**src/rtl/ysyx_25020037_wbu_pkg.sv**
```systemverilog
// Shared definitions for the write-back stage: widths, size encodings, trap causes and bus layouts.
package ysyx_25020037_wbu_pkg;

    localparam int unsigned XLEN  = 32;
    localparam int unsigned RF_AW = 5;

    localparam logic [2:0] SIZE_B = 3'b001;
    localparam logic [2:0] SIZE_H = 3'b010;
    localparam logic [2:0] SIZE_W = 3'b100;

    localparam logic [XLEN-1:0] CAUSE_LOAD_FAULT  = 32'd5;
    localparam logic [XLEN-1:0] CAUSE_STORE_FAULT = 32'd7;

    // addr + data + fault
    localparam int unsigned LU_TO_WU_BUS_WD = 2 * XLEN + 1;
    // rd + rf_we/is_load/is_store + size + unsigned + dnpc
    localparam int unsigned DU_TO_WU_BUS_WD = RF_AW + 3 + 3 + 1 + XLEN;

    typedef struct packed {
        logic [XLEN-1:0] addr;
        logic [XLEN-1:0] data;
        logic            fault;
    } lu_bus_t;

    typedef struct packed {
        logic [RF_AW-1:0] rd;
        logic             rf_we;
        logic             is_load;
        logic             is_store;
        logic [2:0]       size;
        logic             is_unsigned;
        logic [XLEN-1:0]  dnpc;
    } du_bus_t;

    typedef enum logic [1:0] {
        StIdle,
        StWrite,
        StDone
    } wbu_state_e;

    function automatic logic [XLEN-1:0] fault_cause(input logic is_load);
        return is_load ? CAUSE_LOAD_FAULT : CAUSE_STORE_FAULT;
    endfunction

endpackage

```
**src/rtl/ysyx_25020037_wbu_if.sv**
```systemverilog
// LSU -> WBU result bus with valid/ready handshake; master is the LSU, slave is the WBU.
interface ysyx_25020037_wbu_if;
    import ysyx_25020037_wbu_pkg::*;

    logic             lsu_valid;
    logic             wbu_ready;
    logic [XLEN-1:0]  lu_addr;
    logic [XLEN-1:0]  lu_data;
    logic             access_fault;
    logic [RF_AW-1:0] du_rd;
    logic             du_rf_we;
    logic             du_is_load;
    logic             du_is_store;
    logic [2:0]       du_size;
    logic             du_unsigned;
    logic [XLEN-1:0]  du_dnpc;

    modport master (
        output lsu_valid, lu_addr, lu_data, access_fault, du_rd, du_rf_we,
               du_is_load, du_is_store, du_size, du_unsigned, du_dnpc,
        input  wbu_ready
    );

    modport slave (
        input  lsu_valid, lu_addr, lu_data, access_fault, du_rd, du_rf_we,
               du_is_load, du_is_store, du_size, du_unsigned, du_dnpc,
        output wbu_ready
    );

endinterface

```
**src/rtl/ysyx_25020037_load_ext.sv**
```systemverilog
// Load data extraction: shifts the aligned word by the byte offset, then sign/zero-extends.
module ysyx_25020037_load_ext
    import ysyx_25020037_wbu_pkg::*;
(
    input  logic [1:0]      addr_off,
    input  logic [XLEN-1:0] data,
    input  logic [2:0]      size,
    input  logic            is_unsigned,
    output logic [XLEN-1:0] wdata
);

    logic [XLEN-1:0] sh;

    assign sh = data >> {addr_off, 3'b000};

    // Misaligned halves are not checked; the shift simply pulls in zeros from the top.
    always_comb begin
        wdata = sh;
        case (size)
            SIZE_B:  wdata = {{(XLEN-8){~is_unsigned & sh[7]}}, sh[7:0]};
            SIZE_H:  wdata = {{(XLEN-16){~is_unsigned & sh[15]}}, sh[15:0]};
            default: wdata = sh;
        endcase
    end

endmodule

```
**src/rtl/ysyx_25020037_wbu.sv**
```systemverilog
// Write-back stage: retires one LSU result, writes the GPR file or raises a trap, hands next PC to IFU.
// Optional commit trace ports are added when YSYX_25020037_WBU_TRACE_EN is defined.
module ysyx_25020037_wbu
    import ysyx_25020037_wbu_pkg::*;
(
    input  logic               clk,
    input  logic               rst,
    ysyx_25020037_wbu_if.slave lsu,
    input  logic [XLEN-1:0]    mtvec,
    output logic               rf_we,
    output logic [RF_AW-1:0]   rf_waddr,
    output logic [XLEN-1:0]    rf_wdata,
    output logic               trap_valid,
    output logic [XLEN-1:0]    trap_cause,
    output logic [XLEN-1:0]    trap_tval,
    output logic               wbu_valid,
    input  logic               ifu_ready,
    output logic [XLEN-1:0]    next_pc
`ifdef YSYX_25020037_WBU_TRACE_EN
    ,
    output logic               commit_valid,
    output logic [XLEN-1:0]    commit_pc,
    output logic [RF_AW-1:0]   commit_rd
`endif
);

    wbu_state_e      state;
    lu_bus_t         lu_q;
    du_bus_t         du_q;
    logic [XLEN-1:0] mtvec_q;
    logic            wbu_ready_q;
    logic [XLEN-1:0] ld_wdata;
    logic [XLEN-1:0] wb_data;
    logic            wb_we;
    logic            unused_is_store;

    assign lsu.wbu_ready   = wbu_ready_q;
    assign wb_data         = du_q.is_load ? ld_wdata : lu_q.data;
    assign wb_we           = du_q.rf_we && (du_q.rd != '0) && !lu_q.fault;
    // Cause only distinguishes load vs. everything else.
    assign unused_is_store = du_q.is_store;

    ysyx_25020037_load_ext u_load_ext (
        .addr_off    (lu_q.addr[1:0]),
        .data        (lu_q.data),
        .size        (du_q.size),
        .is_unsigned (du_q.is_unsigned),
        .wdata       (ld_wdata)
    );

    always_ff @(posedge clk or posedge rst) begin
        if (rst) begin
            state        <= StIdle;
            wbu_ready_q  <= 1'b1;
            lu_q         <= '0;
            du_q         <= '0;
            mtvec_q      <= '0;
            rf_we        <= 1'b0;
            rf_waddr     <= '0;
            rf_wdata     <= '0;
            trap_valid   <= 1'b0;
            trap_cause   <= '0;
            trap_tval    <= '0;
            wbu_valid    <= 1'b0;
            next_pc      <= '0;
`ifdef YSYX_25020037_WBU_TRACE_EN
            commit_valid <= 1'b0;
            commit_pc    <= '0;
            commit_rd    <= '0;
`endif
        end else begin
            case (state)
                StIdle: begin
                    if (lsu.lsu_valid && wbu_ready_q) begin
                        lu_q        <= '{addr: lsu.lu_addr, data: lsu.lu_data,
                                         fault: lsu.access_fault};
                        du_q        <= '{rd: lsu.du_rd, rf_we: lsu.du_rf_we,
                                         is_load: lsu.du_is_load, is_store: lsu.du_is_store,
                                         size: lsu.du_size, is_unsigned: lsu.du_unsigned,
                                         dnpc: lsu.du_dnpc};
                        mtvec_q     <= mtvec;
                        wbu_ready_q <= 1'b0;
                        state       <= StWrite;
                    end
                end
                StWrite: begin
                    rf_we    <= wb_we;
                    rf_waddr <= du_q.rd;
                    rf_wdata <= wb_data;
                    if (lu_q.fault) begin
                        trap_valid <= 1'b1;
                        trap_cause <= fault_cause(du_q.is_load);
                        trap_tval  <= lu_q.addr;
                        next_pc    <= mtvec_q;
                    end else begin
                        next_pc    <= du_q.dnpc;
                    end
`ifdef YSYX_25020037_WBU_TRACE_EN
                    commit_valid <= 1'b1;
                    commit_pc    <= du_q.dnpc;
                    commit_rd    <= wb_we ? du_q.rd : '0;
`endif
                    state <= StDone;
                end
                StDone: begin
                    rf_we      <= 1'b0;
                    trap_valid <= 1'b0;
`ifdef YSYX_25020037_WBU_TRACE_EN
                    commit_valid <= 1'b0;
`endif
                    // wbu_valid rises on the first DONE edge, so the IFU handshake lands later.
                    if (wbu_valid && ifu_ready) begin
                        wbu_valid   <= 1'b0;
                        wbu_ready_q <= 1'b1;
                        state       <= StIdle;
                    end else begin
                        wbu_valid   <= 1'b1;
                    end
                end
                default: state <= StIdle;
            endcase
        end
    end

endmodule

```
**src/flat_wrapper.sv**
```systemverilog
// flat-port wrapper written by rule: the top's interface ports become plain ports
module ysyx_25020037_wbu_flat import ysyx_25020037_wbu_pkg::*;
  (clk, rst, mtvec, rf_we, rf_waddr, rf_wdata, trap_valid, trap_cause, trap_tval, wbu_valid, ifu_ready, next_pc, lsu_lsu_valid, lsu_lu_addr, lsu_lu_data, lsu_access_fault, lsu_du_rd, lsu_du_rf_we, lsu_du_is_load, lsu_du_is_store, lsu_du_size, lsu_du_unsigned, lsu_du_dnpc, lsu_wbu_ready);
  ysyx_25020037_wbu_if lsu_i ();
  input  logic clk;
  input  logic rst;
  input  logic [XLEN-1:0] mtvec;
  output logic rf_we;
  output logic [RF_AW-1:0] rf_waddr;
  output logic [XLEN-1:0] rf_wdata;
  output logic trap_valid;
  output logic [XLEN-1:0] trap_cause;
  output logic [XLEN-1:0] trap_tval;
  output logic wbu_valid;
  input  logic ifu_ready;
  output logic [XLEN-1:0] next_pc;
  input wire logic [$bits(lsu_i.lsu_valid)-1:0] lsu_lsu_valid;
  input wire logic [$bits(lsu_i.lu_addr)-1:0] lsu_lu_addr;
  input wire logic [$bits(lsu_i.lu_data)-1:0] lsu_lu_data;
  input wire logic [$bits(lsu_i.access_fault)-1:0] lsu_access_fault;
  input wire logic [$bits(lsu_i.du_rd)-1:0] lsu_du_rd;
  input wire logic [$bits(lsu_i.du_rf_we)-1:0] lsu_du_rf_we;
  input wire logic [$bits(lsu_i.du_is_load)-1:0] lsu_du_is_load;
  input wire logic [$bits(lsu_i.du_is_store)-1:0] lsu_du_is_store;
  input wire logic [$bits(lsu_i.du_size)-1:0] lsu_du_size;
  input wire logic [$bits(lsu_i.du_unsigned)-1:0] lsu_du_unsigned;
  input wire logic [$bits(lsu_i.du_dnpc)-1:0] lsu_du_dnpc;
  output wire logic [$bits(lsu_i.wbu_ready)-1:0] lsu_wbu_ready;
  assign lsu_i.lsu_valid = lsu_lsu_valid;
  assign lsu_i.lu_addr = lsu_lu_addr;
  assign lsu_i.lu_data = lsu_lu_data;
  assign lsu_i.access_fault = lsu_access_fault;
  assign lsu_i.du_rd = lsu_du_rd;
  assign lsu_i.du_rf_we = lsu_du_rf_we;
  assign lsu_i.du_is_load = lsu_du_is_load;
  assign lsu_i.du_is_store = lsu_du_is_store;
  assign lsu_i.du_size = lsu_du_size;
  assign lsu_i.du_unsigned = lsu_du_unsigned;
  assign lsu_i.du_dnpc = lsu_du_dnpc;
  assign lsu_wbu_ready = lsu_i.wbu_ready;
  ysyx_25020037_wbu u_core (.clk(clk), .rst(rst), .lsu(lsu_i), .mtvec(mtvec), .rf_we(rf_we), .rf_waddr(rf_waddr), .rf_wdata(rf_wdata), .trap_valid(trap_valid), .trap_cause(trap_cause), .trap_tval(trap_tval), .wbu_valid(wbu_valid), .ifu_ready(ifu_ready), .next_pc(next_pc));
endmodule
```
**config.mk**
```make
export PLATFORM = sky130hd
export DESIGN_NAME = ysyx_25020037_wbu_flat
export DESIGN_NICKNAME = d
export VERILOG_FILES = /design/src/rtl/ysyx_25020037_wbu_pkg.sv /design/src/rtl/ysyx_25020037_wbu_if.sv /design/src/rtl/ysyx_25020037_load_ext.sv /design/src/rtl/ysyx_25020037_wbu.sv /design/src/flat_wrapper.sv
export SDC_FILE = /design/constraint.sdc
export NUM_CORES = 1
export LEC_CHECK = 0
export BUFFER_PORTS_ARGS = -buffer_cell sky130_fd_sc_hd__buf_2
export CAP_MARGIN = 20
export CORE_MARGIN = 2
export CORE_UTILIZATION = 53
export DETAILED_ROUTE_END_ITERATION = 6
export PLACE_DENSITY = 0.82
export SYNTH_ARGS = -nofsm -noshare
export SYNTH_HDL_FRONTEND = slang
export SYNTH_SLANG_ARGS = --single-unit
```
**constraint.sdc**
```tcl
create_clock -name clk -period 9.38 [get_ports clk]
set_input_delay 1.876 -clock clk [delete_from_list [all_inputs] [get_ports clk]]
set_output_delay 1.876 -clock clk [all_outputs]
set_load 0.02 [all_outputs]
```
After elaboration in Yosys (flattened, before gate mapping)
Cells that the tools add are included.

operators by class
  reduce and logical (&&, ||, !) cells = 14
  mux-type cells = 14
  equal/unequal tests = 7
  order comparisons = 0
  $mul = 0
  shift-type cells = 1
  div/mod/pow operators = 0
  bitwise operators = 3
  add/sub/neg operators = 0

operator list
  kind                                                                     number
  32-bit two-way mux                                                       2
  32-bit case mux with 2 select lines                                      1
  32-bit by 5-bit >> shifter with 32-bit output                            1
  2-bit AND reduction                                                      4
  2-bit two-way mux                                                        3
  2-bit by 1-bit inequality test with 1-bit output, second input constant  3
  1-bit case mux with 2 select lines                                       3
  2-bit case mux with 3 select lines                                       1
  5-bit nonzero test                                                       1
  1-bit logical AND                                                        4
  1-bit two-way mux                                                        4
  2-bit nonzero test                                                       2
  3-bit by 1-bit equality test with 1-bit output, second input constant    1
  3-bit by 2-bit equality test with 1-bit output, second input constant    1
  3-bit AND reduction                                                      1
  1-bit bitwise AND                                                        2
  2-bit by 1-bit equality test with 1-bit output, second input constant    1
  2-bit equality test, second input constant                               1
  2-bit logical NOT                                                        1
  1-bit logical NOT                                                        1
  1-bit inverter                                                           1

storage, ports and cells
  memories = 0
  output and inout bits = 137
  input bits = 145
  RAM bits = 0
  flip-flop bits (word level) = 279
  ROM bits = 0
  latch bits = 0

Logic depth before layout (Yosys ltp)
Gate-level depths: netlist of run 1.

  word-level depth = 4
  mapped depth = 7
  gate-level depth less buffers = 6

By module
Synthesis of run 1 repeated with hierarchy kept, for this count alone.

second synthesis, totals
  cell total of the unflattened synthesis = 832
  area total of the unflattened synthesis = 11242.0 um^2

by module, submodules not included
  module                  area an instance (um^2)  seq. area each (um^2)  times used  cells each
  ysyx_25020037_wbu       10512.6                  6232.2                 1           720
  ysyx_25020037_load_ext  729.4                    0.0                    1           112

Worst setup path before layout of run 1
No wires, ideal clock.

  path type = input -> register
  start = input port lsu_lsu_valid
  end = register u_core.du_q[0] in the netlist's numbering
  stages = 4
  path buffers = 2
  library setup time = 0.125 ns
  data arrival time = 2.808 ns
  slack = 6.448 ns
  cell sequence = nand3_1 -> clkbuf_1 -> buf_2 -> mux2_2

between the ends
  cells in the longest elaborated chain, start to end = 2

RTL lines
  what                                  RTL line                 RTL
  start: declaration                    flat_wrapper.sv:17       input wire logic [$bits(lsu_i.lsu_valid)-1:0] lsu_lsu_valid;
  1-bit logical AND                     ysyx_25020037_wbu.sv:74  if (lsu.lsu_valid && wbu_ready_q) begin
  2-bit AND reduction (no source line)  -
  end signal: assignment                ysyx_25020037_wbu.sv:77  du_q <= '{rd: lsu.du_rd, rf_we: lsu.du_rf_we,
  end: declaration                      ysyx_25020037_wbu.sv:29  du_bus_t du_q;

Every way passes these cells.
A chain may end at the register's enable or synchronous reset.

Worst setup path after layout of run 1
  start = input port lsu_lsu_valid
  end = register u_core.lu_q[64] in the netlist's numbering

between the ends
  cells in the longest elaborated chain, start to end = 2

RTL lines
  what                                  RTL line                 RTL
  1-bit logical AND                     ysyx_25020037_wbu.sv:74
  2-bit AND reduction (no source line)  -
  end signal: assignment                ysyx_25020037_wbu.sv:75  lu_q <= '{addr: lsu.lu_addr, data: lsu.lu_data,
  end: declaration                      ysyx_25020037_wbu.sv:28  lu_bus_t lu_q;

Every way passes these cells.

==> impl_metrics.yaml, run 1 <==
outcome:
  status: "finished, final reports clean"
worst_setup_path:
  endpoint_kind: "flop"
  worst_setup_path_start_kind: "input pin"
  critical_path_required_ns: 9.79
  worstPathMaxFanout: 75
  crit_type: "input pin to flop"
  r2r-start: "u_core.state[0]"
  arrival_ns: 4.15
  cp-startpoint: "lsu_lsu_valid"
floorplanning:
  design.core.area_um2: 19500
  die_area_um2: 20900
  die_y_um: 145
  std_cell_rows: 51
  start_util: 0.539
  io-pin-count: 282
  dieWidth_um: 145
detailed_routing:
  drc: 0
  drt-pass1-iter-count: 5
  drt_iter0_drc: 306
  wire_per_inst_um: 18.2
  vias_per_cell: 5.35
  via_count: 7003
  drt-total-wl_um: 23800
  postRouteAntennaNets: 0
place:
  dp.cells: 1257
  hpwl_um: 16000
  placed_cell_area_um2: 11800
  routabilityCongestion: 0.849
  io_buffers: 251
synthesis:
  synth_cells: 784
  avgSynthCellArea_um2: 13.4
  yosysSeqAreaShare: 0.594
  synth_seq_cells: 249
  ys_types: 38
  yosys-top-cells-area: "dfrtp_1 (59%), mux2_2 (20%), mux2i_1 (3.8%)"
  syn_area_um2: 10500
  synth_top_area_share: 0.591
  yosys_warnings: 0
  yosys.area.top_type: "dfrtp_1"
clocking:
  cts.path.max_buffers: 3
  cts_hold_buf: 0
  cts_sinks: 249
  postCtsSetupBuffers: 0
  htree_levels: 1
  cts_root_buffer: "clkbuf_16"
  cts_resized: 0
  clkTransAtPathRegs_ns: 0.06
  clkLatencyLatePin_ns: 0.53
  cts_tree: "built"
  cts_buffers: 26
sta:
  slew_headroom: 0.328
  slew_violations: 0
  finalSetupViolCount: 0
  hold_viol: 0
  max_freq_mhz: 267
  tightest_slew_ns: 1.01
  fin_skew_ns: 0.0244
  tns_ns: 0
  fin_crit_sh: 0.399
  grt_setup_unrepaired: "no"
  period_minus_slack_ns: 3.74
hold_path:
  hold_class: "flop to flop"
  holdCritStartpoint: "u_core.trap_cause[0]"
grt:
  grt_max_degree: 114
  overflow: 0
  grt_antenna_before_repair: 4
  grt_pass1_vias: 6993
  grt_pass1_wl_um: 36100
  grt_use_total: 0.219
power_and_ir_drop:
  p_leak_nw: 6.83
  power_density_nw_per_um2: 174
  ir_drop_uv: 130
layout:
  stdcell_count: 1308
  fin_area_um2: 12800
  drive_gt1_frac: 0.497
  area_growth_syn_to_layout_pct: 21.8
  nets: 1170
run:
  drv_cap: 0
==> routing by layer <==
metal  part of all wire  up-vias  track usage
li1                   -     3195            -
met2               0.48      298        0.357
met5            0.00055        -            0
met4              0.027        2       0.0664
met1               0.41     3459        0.286
met3              0.090       49       0.0658
==> per-stage QoR <==
stage,utilization,setup WS [ns],power (mW),hold slack [ns]
global route,0.657,5.55,2.31,0.515
detailed placement,0.607,5.12,1.16,0.470
CTS,0.655,5.67,2.25,0.492
finish,0.657,5.64,2.23,0.494
floorplan,-,0.662,1.13,0.475
global placement,0.607,5.16,1.15,0.459
==> cell families after synthesis <==
logic type      count (synthesis)  synth area share
flops                         249             0.594
mux                           229             0.241
compound gates                125            0.0780
simple gates                   90            0.0360
buf+inv                        85            0.0452
fa+ha+maj                       4           0.00477
other cells                     1          0.000357
xor+xnor                        1          0.000835
==> cells in the mapped netlist (all sizes together) <==
master and instances:
nand3 2, mux2 189, inv 8, a221oi 8, a22o 4, or4 1
conb 1, nor2 51, ha 4, o221ai 2, dfstp 1, xor2 1
a21bo 4, a311oi 1, o2bb2ai 6, a22oi 9, nand3b 1, or3b 2
nor2b 2, buf 66, nor3 1, clkbuf 11, nand2 26, o21ai 17
nand2b 4, o22ai 15, dfrtp 248, o21a 1, a21oi 58, mux2i 40
==> cells in the final DEF, fill, tap and decap left out, types with 3 or more instances in the layout <==
cell and count:
buf_4 6, a22o_1 4, a21bo_2 4, clkbuf_16 26, a21oi_1 50, bufinv_16 5, conb_1 29, mux2_2 189
a21oi_2 8, clkinv_2 9, ha_1 3, a221oi_1 8, mux2i_1 40, inv_1 7, o22ai_1 15, nand2b_1 4
o2bb2ai_1 6, dfrtp_1 247, a22oi_1 9, nand2_1 26, nor2_1 51, o21ai_0 14, buf_2 251
==> final cells by class <==
type	instances	area (um2)
fill	1443	6680
sequential	249	6230
multi-input combinational	478	3920
timing repair buffer	258	1330
clock buffer	29	682
tap	265	332
clock inverter	19	244
inverter	8	37.5
antenna	2	5.00
==> final timing paths <==
kind	endpoint	slack, ns	depth (start not counted)
worst max-delay path	u_core.lu_q[64]	5.64	4
worst min-delay path	u_core.trap_cause[0]	0.49	1
worst max register to register	u_core.lu_q[64]	6.38	5
worst min register to register	u_core.trap_cause[0]	0.49	1
max in group asynchronous	u_core.rf_wdata[28]	6.65	4
min in group asynchronous	u_core.lu_q[56]	1.47	2
==> worst max-delay path, cell delays in order <==
cell,delay [ns]
buf_2,0.13
nand3_4,0.70
buf_4,0.90
mux2_2,0.43
==> sequential cells by signal, indices dropped and copies added, names as in the netlist <==
name and cells:
u_core.lsu.wbu_ready 1, u_core.next_pc 32, u_core.state 2, u_core.trap_tval 32, u_core.trap_valid 1, u_core.wbu_valid 1
u_core.mtvec_q 32, u_core.trap_cause 2, u_core.lu_q 65, u_core.rf_wdata 32, u_core.rf_waddr 5, u_core.du_q 43
u_core.rf_we 1
==> where the power goes <==
part           switching, mW  total, mW  internal, mW
sequential                 0       1.07          1.07
clock                  0.423       1.09         0.665
combinational         0.0399     0.0629        0.0230
total                  0.463       2.23          1.76
No activity file was read; power rests on OpenSTA's default activity.
==> run 2: changes to the inputs <==
Settings changed: ABC_AREA set to 1.
Clock period 9.38 ns to 3.65 ns, I/O delays scaled along.
==> impl_metrics.yaml, run 2 <==
sta:
  fin_skew_ns: 0.0102
  grt_setup_unrepaired: "no"
  hold_viol: 0
  tightest_slew_ns: 0.818
  slew_headroom: 0.454
  slew_violations: 0
  period_minus_slack_ns: 2.53
  fin_crit_sh: 0.694
  tns_ns: 0
  finalSetupViolCount: 0
  max_freq_mhz: 395
detailed_routing:
  postRouteAntennaNets: 0
  via_count: 8718
  drt-total-wl_um: 27400
  drt_iter0_drc: 552
  drt-pass1-iter-count: 5
  vias_per_cell: 5.27
  wire_per_inst_um: 16.5
  drc: 0
power_and_ir_drop:
  p_total_mw: 12.9
  p_clk_frac: 0.212
  ir_drop_uv: 590
  power_density_nw_per_um2: 977
  p_leak_nw: 6.95
  netSwitchingFraction: 0.406
  p_int_mw: 7.66
  p_sw_mw: 5.24
  pwr-share-comb: 0.410
  power_frac_seq: 0.378
clocking:
  cts_tree: "built"
  clkTransAtPathRegs_ns: 0.06
  cts_sinks: 249
  cts_root_buffer: "clkbuf_16"
  cts_resized: 0
  htree_levels: 1
  cts_buffers: 27
  postCtsSetupBuffers: 0
  clkLatencyLatePin_ns: 0.54
  cts.path.max_buffers: 3
  cts_hold_buf: 0
synthesis:
  avgSynthCellArea_um2: 9.67
  synth.most_common_cell: "nand2_1"
  syn_area_um2: 11000
  ys_types: 33
  yosysSeqAreaShare: 0.569
  async_reset_ff_frac: 1.00
  synth_cells: 1132
  synth_edf_count: 0
  yosys_warnings: 0
  synth_flop_cell: "dfrtp_1"
  yosys-top-cells-area: "dfrtp_1 (57%), nand2_1 (12%), mux2_2 (6.4%)"
  synth_top_area_share: 0.567
  yosys.area.top_type: "dfrtp_1"
  netlist_top_cells_count: "nand2_1 (349), dfrtp_1 (248), a21oi_1 (83)"
  synth_seq_cells: 249
grt:
  grt_use_total: 0.252
  grt_antenna_before_repair: 3
  grt_max_degree: 106
  overflow: 0
  grt_pass1_vias: 8671
  grt_pass1_wl_um: 44300
layout:
  fin_area_um2: 13200
  stdcell_count: 1655
  mostFrequentLayoutCell: "nand2_1"
  drive_gt1_frac: 0.293
  area_growth_syn_to_layout_pct: 20.6
  largest_register_ffs: 65
  reg_top3: "u_core.lu_q x65, u_core.du_q x43"
  nets: 1514
  fillers: 1603
  final_cell_mix: "nand2_1 (349), buf_2 (251), dfrtp_1 (248)"
  largest-register: "u_core.lu_q"
floorplanning:
  dieWidth_um: 148
  design.core.area_um2: 20200
  start_util: 0.541
  die_y_um: 148
  std_cell_rows: 52
  io-pin-count: 282
  die_area_um2: 21800
place:
  dp.cells: 1606
  routabilityCongestion: 0.906
  io_buffers: 251
  hpwl_um: 18500
  placed_cell_area_um2: 12300
hold_path:
  hold_class: "input pin to async pin"
worst_setup_path:
  critical_path_required_ns: 4.12
  worstPathMaxFanout: 39
  endpoint_kind: "flop"
  r2r_cells: 8
  worst_setup_path_start_kind: "flop"
  arrival_ns: 3.00
  crit_type: "flop to flop"
  r2r_slack_ns: 1.12
  r2r-start: "u_core.state[1]"
  r2r_end: "u_core.trap_tval[22]"
run:
  drv_cap: 0
outcome:
  status: "finished, final reports clean"
run 2: how the worst max path moves through the flow:
stage               startpoint                    to  slack, ns  cells after the start
3_3_place_gp   u_core.state[1]     u_core.next_pc[8]       1.12                      8
3_5_place_dp   u_core.state[1]     u_core.next_pc[9]       1.04                      8
6_report       u_core.state[1]  u_core.trap_tval[22]       1.12                      8
4_1_cts        u_core.state[1]  u_core.trap_tval[22]       1.00                      8
2_1_floorplan              rst        u_core.du_q[0]      -0.35                      1
5_1_grt        u_core.state[1]     u_core.next_pc[9]       0.93                      8
run 2: final cells by class:
class | instances | area, um2 | share of cell area
Timing Repair Buffer | 265 | 1440 | 0.109
Antenna cell | 1 | 2.50 | 0.000190
Clock buffer | 35 | 726 | 0.0550
Multi-Input combinational cell | 769 | 4100 | 0.310
Tap cell | 270 | 338 | 0.0256
Sequential cell | 249 | 6230 | 0.472
Inverter | 53 | 206 | 0.0156
Clock inverter | 13 | 165 | 0.0125
run 2: logic make-up (layout without fill, tap and decap cells):
group,Yosys count,in the layout,synth area share
compound gates,109,109,0.0505
fa+ha+maj,4,4,0.00457
buf+inv,142,366,0.0679
flops,249,249,0.569
mux,105,105,0.108
other cells,1,30,0.000342
simple gates,522,522,0.200
run 2: layer usage:
metal / vias to the layer above / GRT usage / wire length, um
met1: 4167 / 0.308 / 10300
met4: 4 / 0.0928 / 1070
met3: 87 / 0.0750 / 2510
met5: - / 0 / 30
met2: 405 / 0.427 / 13400
li1: 4055 / - / -
run 2: critical path, cell delays in order (launching register included):
cell	delay (ns)
dfrtp_1	0.40
inv_1	0.11
ha_1	0.50
nand2_1	0.10
buf_4	0.28
inv_2	0.64
buf_12	0.26
nand2_1	0.08
nand2_1	0.07
run 2: power by group through the flow:
stage	combinational [mW]	sequential (mW)	clock, mW
3_5_place_dp	5.28	4.88	0
2_1_floorplan	3.21	5.37	0
4_1_cts	5.31	4.86	2.78
6_report	5.29	4.87	2.74
5_1_grt	5.84	5.03	2.89
3_3_place_gp	5.09	4.82	0
run 2: per-stage QoR:
| step | utilization | setup WS, ns | hold WS (ns) |
|---|---|---|---|
| finish | 0.652 | 1.12 | 0.275 |
| global route | 0.652 | 0.928 | 0.307 |
| CTS | 0.652 | 1.00 | 0.268 |
| detailed placement | 0.608 | 1.04 | 0.451 |
| global placement | 0.608 | 1.12 | 0.443 |
| floorplan | - | -0.353 | 0.436 |
